$ cat src/rtl/reg_dump_scanner.sv
`default_nettype none
// ============================================================================
//  Module   : reg_dump_scanner
//  Purpose  : Debug-side reader for the pipeline register-inspection port.
//             On a start pulse, sweeps the PC and R0..R(NUM_REGS-1). Each
//             value is emitted as a tagged 32-bit word on a valid/ready
//             stream.
//  Revision : 1.0  initial release
// ============================================================================
module reg_dump_scanner #(
  parameter int NUM_REGS   = 32,  // registers swept, R0 upward (1..32)
  parameter int INCLUDE_PC = 1,   // 1: PC word emitted before R0
  parameter int SETTLE     = 1    // cycles regSel is held before sampling (1..7)
) (
  input  logic        clk,
  input  logic        reset,
  input  logic        start,
  input  logic [31:0] pcIn,
  input  logic [31:0] regData,
  output logic [4:0]  regSel,
  output logic [31:0] outData,
  output logic [5:0]  outIndex,
  output logic        outValid,
  input  logic        outReady,
  output logic        outLast,
  output logic        busy,
  output logic        done
);

  typedef enum logic [1:0] {
    ST_IDLE = 2'd0,
    ST_WAIT = 2'd1,
    ST_SEND = 2'd2,
    ST_FIN  = 2'd3
  } state_t;

  localparam logic [2:0] C_SETTLE_LAST = 3'(SETTLE - 1);
  localparam logic [4:0] C_LAST_REG    = 5'(NUM_REGS - 1);

  state_t      state_q, state_d;
  logic [4:0]  sel_q,   sel_d;
  logic [2:0]  cnt_q,   cnt_d;
  logic [31:0] data_q,  data_d;
  logic [5:0]  index_q, index_d;
  logic        valid_q, valid_d;
  logic        last_q,  last_d;

  // Next-state and datapath: each register is sampled at the end of its own
  // settle window, so the dump is a rolling (non-atomic) snapshot.
  always_comb begin
    state_d = state_q;
    sel_d   = sel_q;
    cnt_d   = cnt_q;
    data_d  = data_q;
    index_d = index_q;
    valid_d = valid_q;
    last_d  = last_q;
    case (state_q)
      ST_IDLE: begin
        sel_d = 5'd0;
        if (start) begin
          if (INCLUDE_PC != 0) begin
            data_d  = pcIn;
            index_d = 6'd0;
            valid_d = 1'b1;
            last_d  = 1'b0;
            state_d = ST_SEND;
          end else begin
            cnt_d   = 3'd0;
            state_d = ST_WAIT;
          end
        end
      end
      ST_WAIT: begin
        cnt_d = cnt_q + 3'd1;
        if (cnt_q == C_SETTLE_LAST) begin
          data_d  = regData;
          index_d = {1'b0, sel_q} + 6'd1;
          valid_d = 1'b1;
          last_d  = (sel_q == C_LAST_REG);
          state_d = ST_SEND;
        end
      end
      ST_SEND: begin
        // Word is held untouched until the consumer takes it.
        if (outReady) begin
          valid_d = 1'b0;
          if (last_q) begin
            last_d  = 1'b0;
            state_d = ST_FIN;
          end else begin
            // After the PC word the first register is R0, already selected.
            sel_d   = (index_q == 6'd0) ? 5'd0 : sel_q + 5'd1;
            cnt_d   = 3'd0;
            state_d = ST_WAIT;
          end
        end
      end
      ST_FIN: begin
        sel_d   = 5'd0;
        state_d = ST_IDLE;
      end
    endcase
  end

  // State register with synchronous reset; a sweep in flight is dropped.
  always_ff @(posedge clk) begin
    if (reset) begin
      state_q <= ST_IDLE;
      sel_q   <= 5'd0;
      cnt_q   <= 3'd0;
      data_q  <= 32'd0;
      index_q <= 6'd0;
      valid_q <= 1'b0;
      last_q  <= 1'b0;
    end else begin
      state_q <= state_d;
      sel_q   <= sel_d;
      cnt_q   <= cnt_d;
      data_q  <= data_d;
      index_q <= index_d;
      valid_q <= valid_d;
      last_q  <= last_d;
    end
  end

  assign regSel   = sel_q;
  assign outData  = data_q;
  assign outIndex = index_q;
  assign outValid = valid_q;
  assign outLast  = last_q;
  assign busy     = (state_q == ST_WAIT) || (state_q == ST_SEND);
  assign done     = (state_q == ST_FIN);

endmodule
`default_nettype wire

$ cat config.mk
export PLATFORM = sky130hd
export DESIGN_NAME = reg_dump_scanner
export DESIGN_NICKNAME = d
export VERILOG_FILES = /design/src/rtl/reg_dump_scanner.sv
export SDC_FILE = /design/constraint.sdc
export NUM_CORES = 1
export LEC_CHECK = 0
export ABC_CLOCK_PERIOD_IN_PS = 3000
export BUFFER_PORTS_ARGS = -buffer_cell sky130_fd_sc_hd__buf_4
export CORE_ASPECT_RATIO = 1.75
export CORE_MARGIN = 2
export CORE_UTILIZATION = 25
export CTS_CLUSTER_SIZE = 16
export DETAILED_ROUTE_END_ITERATION = 10
export PLACE_DENSITY_LB_ADDON = 0.15
export SLEW_MARGIN = 10
export SYNTH_ARGS = -nofsm -noshare
export SYNTH_HDL_FRONTEND = slang
export SYNTH_SLANG_ARGS = --single-unit
$ cat constraint.sdc
create_clock -name clk -period 3 [get_ports clk]
set_input_delay 0.6 -clock clk [delete_from_list [all_inputs] [get_ports clk]]
set_output_delay 0.6 -clock clk [all_outputs]
set_load 0.02 [all_outputs]
# Yosys cells after proc, flatten, opt, wreduce, memory -nomap -nowiden
# Index checks and enable logic that the tools add are counted.
# word_totals
reg_bits	50
in_bits	68
out_inout_bits	47
elab_cells	57
# classes
addsub	3
eq_ne	8
muxes	25
reduce_logical	14
# ops
cell	n
$mux 32	2
$pmux 32 s2	1
$mux 5	3
$mux 6	2
$pmux 6 s2	1
$reduce_and 3->1	4
$pmux 5 s2	1
$mux 2	4
$ne 2x2->1 const B	4
$pmux 2 s4	1
$add 5x1->6 const B	1
$logic_not 6->1	1
$mux 3	2
$pmux 1 s3	2
$pmux 3 s2	1
$reduce_bool 2->1	3
$add 5x1->5 const B	1
$eq 5x5->1 const B	1
$mux 1	5
$eq 2x2->1 const B	2
$reduce_and 4->1	1
$add 3x1->3 const B	1
$logic_not 3->1	1
$reduce_bool 3->1	1
other kinds (4)	4

# Depth between registers and ports, before layout
# Gate-level depths: netlist of run 1.
# depth
depth_word	5
depth_mapped	9
mapped_depth_nobuf	6

# Worst setup path before layout of run 1
# No wires, ideal clock.
# synth_timing
path_type	register to register
startpoint	reg state_q[0]
endpoint	reg index_q[3], in the netlist outIndex[3]
setup_ps	117
t_arrival_ps	1524
t_required_ps	2883
setup_slack_ps	1359
path_stages_with_launch	8
n_path_buf	1
period_less_slack_ps	1641
path_cell_list	dfxtp_1 inv_1 ha_1 and2b_1 a211oi_2 buf_4 nor2_1 a22o_1
# synth_via
elab_chain_len	3
elab_cells_between_ends	7
cone_classes	eq/ne (3); mux (1); reduce/logical (3)
# synth_rtl
item	line_no	rtl
start: declaration	40	state_t state_q, state_d;
start signal: assignment	117	state_q <= state_d;
$eq 2x1->1 / $logic_not 2->1 (equally long branches)	58	case (state_q)
$ne 2x2->1 (no line) / $reduce_bool 2->1 (equally long branches)	-	
$reduce_and 3->1 (no line)	-	
end signal: assignment	121	index_q <= index_d;
end: declaration	44	logic [5:0] index_q, index_d;
# Several ways; a longest one is shown, not always the timed one.
# A chain may end at the register's enable or synchronous reset.

# Worst setup path after layout of run 1
# layout_timing
startpoint	reg state_q[1]
endpoint	reg index_q[3], in the netlist outIndex[3]
# The elaborated chain is that of the path after synthesis.

==> metrics.csv, run 1 <==
metric,value,unit
rows,46,
drt-total-wl,6573,microns
syn_to_final_growth,47.96,%
dieArea,0.01016,sq mm
portBuffers,114,
period_minus_slack,1968,ps
crit_path_cell_trace,"inv_1, ha_2, nor2_1, a211oi_4, buf_4, nor2_1, a22o_1",
cts.sinks,50,
diodes,0,
yosysTopAreaCell,dfxtp_1,
cts_tree,yes,
crit_path_start_kind,register,
end_kind,register,
cts_buffer_depth,2,
synth-seq-area-share,42.87,%
syn_area,0.002335,sq mm
ys_ff_latch,50,
rrSetupSlack,1030,ps
routed_via_density,4.492,
postCtsSetupBuffers,0,
critPathMaxFanout,21,
crit_start,state_q[1]$_SDFFE_PP0P_,
holdBufCountCts,0,
synth_edf_count,0,
yosys.area.top_type_share,42.87,%
slowest_stage,ha_2,
avgRoutedWirePerCell,13.75,microns
synthArstFlopShare,0,%
drv_cap,0,
nFillCells,978,
dieWidth,77.05,microns
antenna_found_initial,0,
ys_types,32,
crit_top_cell,nor2_1,
r2r_end,outIndex[3]$_SDFFE_PP0P_,
setup_viol,0,
layout.nets,433,
r2r_cells,7,
layout-drive-gt1-share,36.03,%
ys_top_cells_by_count,"dfxtp_1 (50), nor2_1 (46), a211oi_1 (36)",
clk_pin_slew,70,ps
grt_setup_unrepaired,false,
core-area,0.009094,sq mm
start_util,25.67,%
tightest_slew,661.3,ps
grt_pass1_wl,10620,microns
peakVddDrop,319.0,uV
status,completed,
fin_tns_setup,0,ps
skew,6.115,ps
hpwl,4984,microns
yosysWarnings,0,
synthesis.nets,326,
postRouteAntennaNets,0,
first_global_vias,2118,
cp.arrival,2140,ps
fmax,508.3,MHz
first_pass_iters,4,
p_total,2.314,mW
overflow,0,
final.period_utilization,65.58,%
yosys-top-cells-area,"dfxtp_1 (43%), mux2i_1 (15%), a211oi_1 (12%)",
maxSlewViolCount,0,
path_delay_family,compound AO/OA/AOI/OAI gates,
netlist_instances,250,
cp_slowest_stage_delay,370,ps
pre_cts_slack,1011,ps
synth.most_common_cell,dfxtp_1,
clock_latency,280,ps
first_iter_violations,108,
track_usage,12.89,%
p_leak,1.479,nW
hold_class,register to register,
ios,115,
path_buf_inv,2,
cts_resized,0,
num_vias,2147,
critPathCapture,outIndex[3]$_SDFFE_PP0P_,
worst_slack,1033,ps
crit_required,3180,ps
path_class,register to register,
htree_num_levels,2,
cts_root_buf,clkbuf_16,
cp.depth,7,
grt_max_degree,48,
finalHoldWorstSlack,469.6,ps
drcViolationCount,0,
cts_made_buffers,5,
finalHoldViolCount,0,
max-slew-margin-rel,55.57,%
p_per_area,669.8,mW/mm^2
r2r-start,state_q[1]$_SDFFE_PP0P_,
synth_ff_type,dfxtp_1,
place_congestion,0.7424,
syn_area_per_cell,9.339,sq um
die_h,131.8,microns
==> routing by layer <==
metal	vias to the layer above	share of wire (%)	global-route usage (%)
met5	-	0	0
met4	0	2.3	5.159
li1	1113	-	-
met3	8	5.2	2.534
met2	69	53	23.88
met1	957	39	14.13
==> per-stage QoR <==
stage	std cells	utilization [%]	cell area [sq um]
after floorplan	250	-	2335
after detailed placement	470	36.20	3292
after CTS	478	37.99	3455
after global placement	470	36.20	3292
final	478	37.99	3455
after global routing	478	37.99	3455
==> how the worst min path moves through the flow <==
stage                          startpoint  cells after the start               endpoint
floorplan           cnt_q[2]$_SDFFE_PP0P_                      1  cnt_q[2]$_SDFFE_PP0P_
global placement    cnt_q[2]$_SDFFE_PP0P_                      1  cnt_q[2]$_SDFFE_PP0P_
detailed placement  cnt_q[2]$_SDFFE_PP0P_                      1  cnt_q[2]$_SDFFE_PP0P_
CTS                 cnt_q[2]$_SDFFE_PP0P_                      1  cnt_q[2]$_SDFFE_PP0P_
global route        cnt_q[2]$_SDFFE_PP0P_                      1  cnt_q[2]$_SDFFE_PP0P_
finish              cnt_q[2]$_SDFFE_PP0P_                      1  cnt_q[2]$_SDFFE_PP0P_
==> sequential cells by signal, indices dropped and copies added (netlist names) <==
name and count:
outLast 1, regSel 5, outData 32, outValid 1, outIndex 6, cnt_q 3
state_q 2
==> layout by cell type, fill, tap and decap left out, types with 2 or more instances in the layout <==
cell type	count
a22o_1	5
nand3_1	2
dfxtp_1	50
clkbuf_1	2
o21ai_0	2
buf_4	118
a22oi_1	3
and3_1	2
mux2i_1	35
clkbuf_16	5
nor2_1	46
a21oi_1	8
nand2_1	8
nor2b_1	4
a211oi_1	36
nor3_1	2
ha_1	7
inv_1	7
==> worst register-to-register path, delay by kind of cell, from the launching register on <==
family | cells | cell delay, ps
AOI/OAI and AO/OA | 2 | 510
adders and majority gates | 1 | 370
buffers and inverters | 2 | 350
DFF | 1 | 340
and+or+nand+nor | 2 | 290
==> final cells by class <==
type / instances / area [sq um] / share of cell area, %
Clock buffer: 7 / 132.6 / 3.839
Timing Repair Buffer: 118 / 885.9 / 25.64
Inverter: 7 / 26.28 / 0.7606
Clock inverter: 1 / 30.03 / 0.8693
Sequential cell: 50 / 1001 / 28.98
Multi-Input combinational cell: 175 / 1229 / 35.57
Tap cell: 120 / 150.1 / 4.346
==> power breakdown <==
part           internal, mW  leakage (nW)  switching, mW
logic                 0.363         0.989          0.479
clock network         0.394        0.0781          0.234
registers             0.782         0.412         0.0617
total                  1.54          1.48          0.775
==> logic make-up (layout without fill, tap and decap cells) <==
logic type | count (synthesis) | after routing | synth area share, %
AND/OR/NAND/NOR | 71 | 71 | 13.51
AO/OA/AOI/OAI | 60 | 60 | 19.02
flip-flops | 50 | 50 | 42.87
multiplexers | 35 | 35 | 15.01
buffers and inverters | 25 | 133 | 4.930
adder cells (fa/ha/maj) | 8 | 8 | 4.287
XOR/XNOR | 1 | 1 | 0.3752
(Power assumes the default switching activity.)
==> run 2, diff against run 1 <==
--- a/config.mk
+++ b/config.mk
@@ -5,7 +5,7 @@
 export SDC_FILE = /design/constraint.sdc
 export NUM_CORES = 1
 export LEC_CHECK = 0
-export ABC_CLOCK_PERIOD_IN_PS = 3000
+export ABC_CLOCK_PERIOD_IN_PS = 1750
 export BUFFER_PORTS_ARGS = -buffer_cell sky130_fd_sc_hd__buf_4
 export CORE_ASPECT_RATIO = 1.75
 export CORE_MARGIN = 2
==> constraint.sdc (replaced) <==
create_clock -name clk -period 1.75 [get_ports clk]
set_input_delay 0.35 -clock clk [delete_from_list [all_inputs] [get_ports clk]]
set_output_delay 0.35 -clock clk [all_outputs]
set_load 0.02 [all_outputs]
==> run 2 against run 1 <==
The run now ends with negative setup slack left. First-iteration DRC count decreased by 43%. Critical path depth increased by 1. Clock skew decreased by 2.1 ps. Via count increased by 6.4%. Critical path type unchanged. Largest cell class unchanged. Highest routed layer unchanged.
==> metrics.csv, run 2 (synthesized netlist as in run 1, its figures left out) <==
metric,value,unit,change
max-slew-margin-rel,71.19,%,+16 points
dieWidth,77.05,microns,unchanged
hpwl,5186,microns,+4.1%
p_total,4.560,mW,+97%
hold_class,primary input to register,,
peakVddDrop,465.1,uV,+46%
antenna_found_initial,0,,unchanged
critPathMaxFanout,5,,-76%
r2r-start,state_q[0]$_SDFFE_PP0P_,,
rrSetupSlack,-3,ps,-1040 ps
place_congestion,0.7377,,-0.63%
crit_path_start_kind,register,,
layout.nets,455,,+5.1%
worst_slack,-3.118,ps,-1036 ps
skew,4.018,ps,-2.097 ps
fmax,570.4,MHz,+12%
cts_made_buffers,5,,unchanged
hp-start,reset,,
path_class,register to register,,
violations,negative setup slack,,
whs_endpoint,regSel[2]$_SDFFE_PP0P_,,
hold_depth,2,,+1
maxSlewViolCount,0,,unchanged
clock_latency,290,ps,about the same
layout.cells.non_filler,499,,+4.4%
final_common_cell,buf_4,,
finalHoldViolCount,0,,unchanged
track_usage,13.18,%,+0.30 points
drv_cap,0,,unchanged
fin_tns_setup,-6.914,ps,-6.914 ps
overflow,0,,unchanged
portBuffers,114,,unchanged
layout-drive-gt1-share,45.91,%,+9.9 points
dieArea,0.01016,sq mm,unchanged
dp_cells,480,,+2.1%
clk_pin_slew,60,ps,about the same
p_leak,1.655,nW,+12%
start_util,25.67,%,unchanged
grt_pass1_wl,10620,microns,unchanged
status,finished with violations,,
cts.sinks,50,,unchanged
num_vias,2285,,+6.4%
drcViolationCount,0,,unchanged
cts_root_buf,clkbuf_16,,
finalHoldWorstSlack,362.0,ps,-107.6 ps
crit_required,1920,ps,-1260 ps
grt_max_degree,37,,-23%
final_area,0.003850,sq mm,+11%
r2r_end,outData[0]$_SDFFE_PP0P_,,
cts_tree,yes,,
tightest_slew,428.2,ps,-233.1 ps
htree_num_levels,2,,unchanged
first_global_vias,2150,,+1.5%
postRouteAntennaNets,0,,unchanged
ios,115,,unchanged
diodes,0,,unchanged
r2r_cells,8,,+1
setup_viol,3,,+3
die_h,131.8,microns,unchanged
cp.arrival,1930,ps,-210 ps
core-area,0.009094,sq mm,unchanged
drt-total-wl,7474,microns,+14%
period_minus_slack,1753,ps,-214.4 ps
rows,46,,unchanged
routed_via_density,4.579,,+1.9%
p_per_area,1184,mW/mm^2,+77%
final.period_utilization,100.2,%,+35 points
largest_reg_flops,32,,unchanged
cts_buffer_depth,2,,unchanged
avgRoutedWirePerCell,14.98,microns,+8.9%
layout_common_cells,"buf_4 (126), dfxtp_1 (48), nor2_1 (43), mux2i_1 (35), a211oi_1 (24)",,
grt_setup_unrepaired,true,,
syn_to_final_growth,64.90,%,
pre_cts_slack,-43.74,ps,-1055 ps
first_pass_iters,2,,-2
first_iter_violations,62,,-43%
end_kind,register,,
place_area,0.003379,sq mm,+2.7%
postLayoutCoreUtil,42.34,%,+4.3 points
==> run 2: cell count changes in the layout (fill, tap and decap cells not counted), moves of 3 or more <==
cell	change
a211oi_1	-12
a211oi_2	+12
buf_12	+3
buf_4	+8
buf_6	+6
clkbuf_16	+4
nor2_1	-3
nor2_2	+3
==> run 2: timing repair <==
item | CTS | global route
hold endpoints to repair | 0 | 0
cloned | 0 | 7
pin swaps | 0 | 15
setup buffers | 0 | 5
hold buffers | 0 | 0
endpoints found under the setup margin | 20 | 34
resized for setup | 3 | 31
==> run 2: area by class of cell <==
class | instances | area (sq um)
Tap cell | 120 | 150.1
Fill cell | 953 | 5244
Multi-Input combinational cell | 175 | 1313
Timing Repair Buffer | 140 | 1189
Clock inverter | 1 | 30.03
Sequential cell | 50 | 1003
Inverter | 7 | 26.28
Clock buffer | 6 | 138.9
==> run 2: how the worst max path moves through the flow <==
stage / slack (ps) / from / end / cells after the start
2_1_floorplan: 110 / state_q[0]$_SDFFE_PP0P_ / outIndex[3]$_SDFFE_PP0P_ / 7
3_3_place_gp: 60 / state_q[0]$_SDFFE_PP0P_ / outData[25]$_SDFFE_PP0P_ / 7
3_5_place_dp: -40 / state_q[0]$_SDFFE_PP0P_ / outData[23]$_SDFFE_PP0P_ / 7
4_1_cts: -7 / state_q[0]$_SDFFE_PP0P_ / outData[23]$_SDFFE_PP0P_ / 7
5_1_grt: -80 / state_q[0]$_SDFFE_PP0P_ / outData[27]$_SDFFE_PP0P_ / 8
6_report: -3 / state_q[0]$_SDFFE_PP0P_ / outData[0]$_SDFFE_PP0P_ / 8
==> run 2: power breakdown <==
part / switching (mW) / internal (mW)
registers: 0.104 / 1.34
clock network: 0.416 / 0.706
logic: 1.01 / 0.984
==> run 2: critical path, stage by stage (launching register included) <==
cell and delay [ps]:
dfxtp_2 360, buf_4 110, ha_2 250, nor2_1 100, a211oi_4 300, buf_6 170, buf_6 130, clkbuf_16 150
a211oi_2 50
==> run 2: metal layers <==
| metal | wire length, microns | part of all wire [%] | up-vias | global-route usage (%) |
|---|---|---|---|---|
| li1 | - | - | 1155 | - |
| met1 | 2776 | 37 | 1057 | 13.96 |
| met2 | 4197 | 56 | 65 | 24.27 |
| met3 | 369 | 4.9 | 8 | 3.630 |
| met4 | 131 | 1.8 | 0 | 5.258 |
| met5 | 0 | 0 | - | 0 |
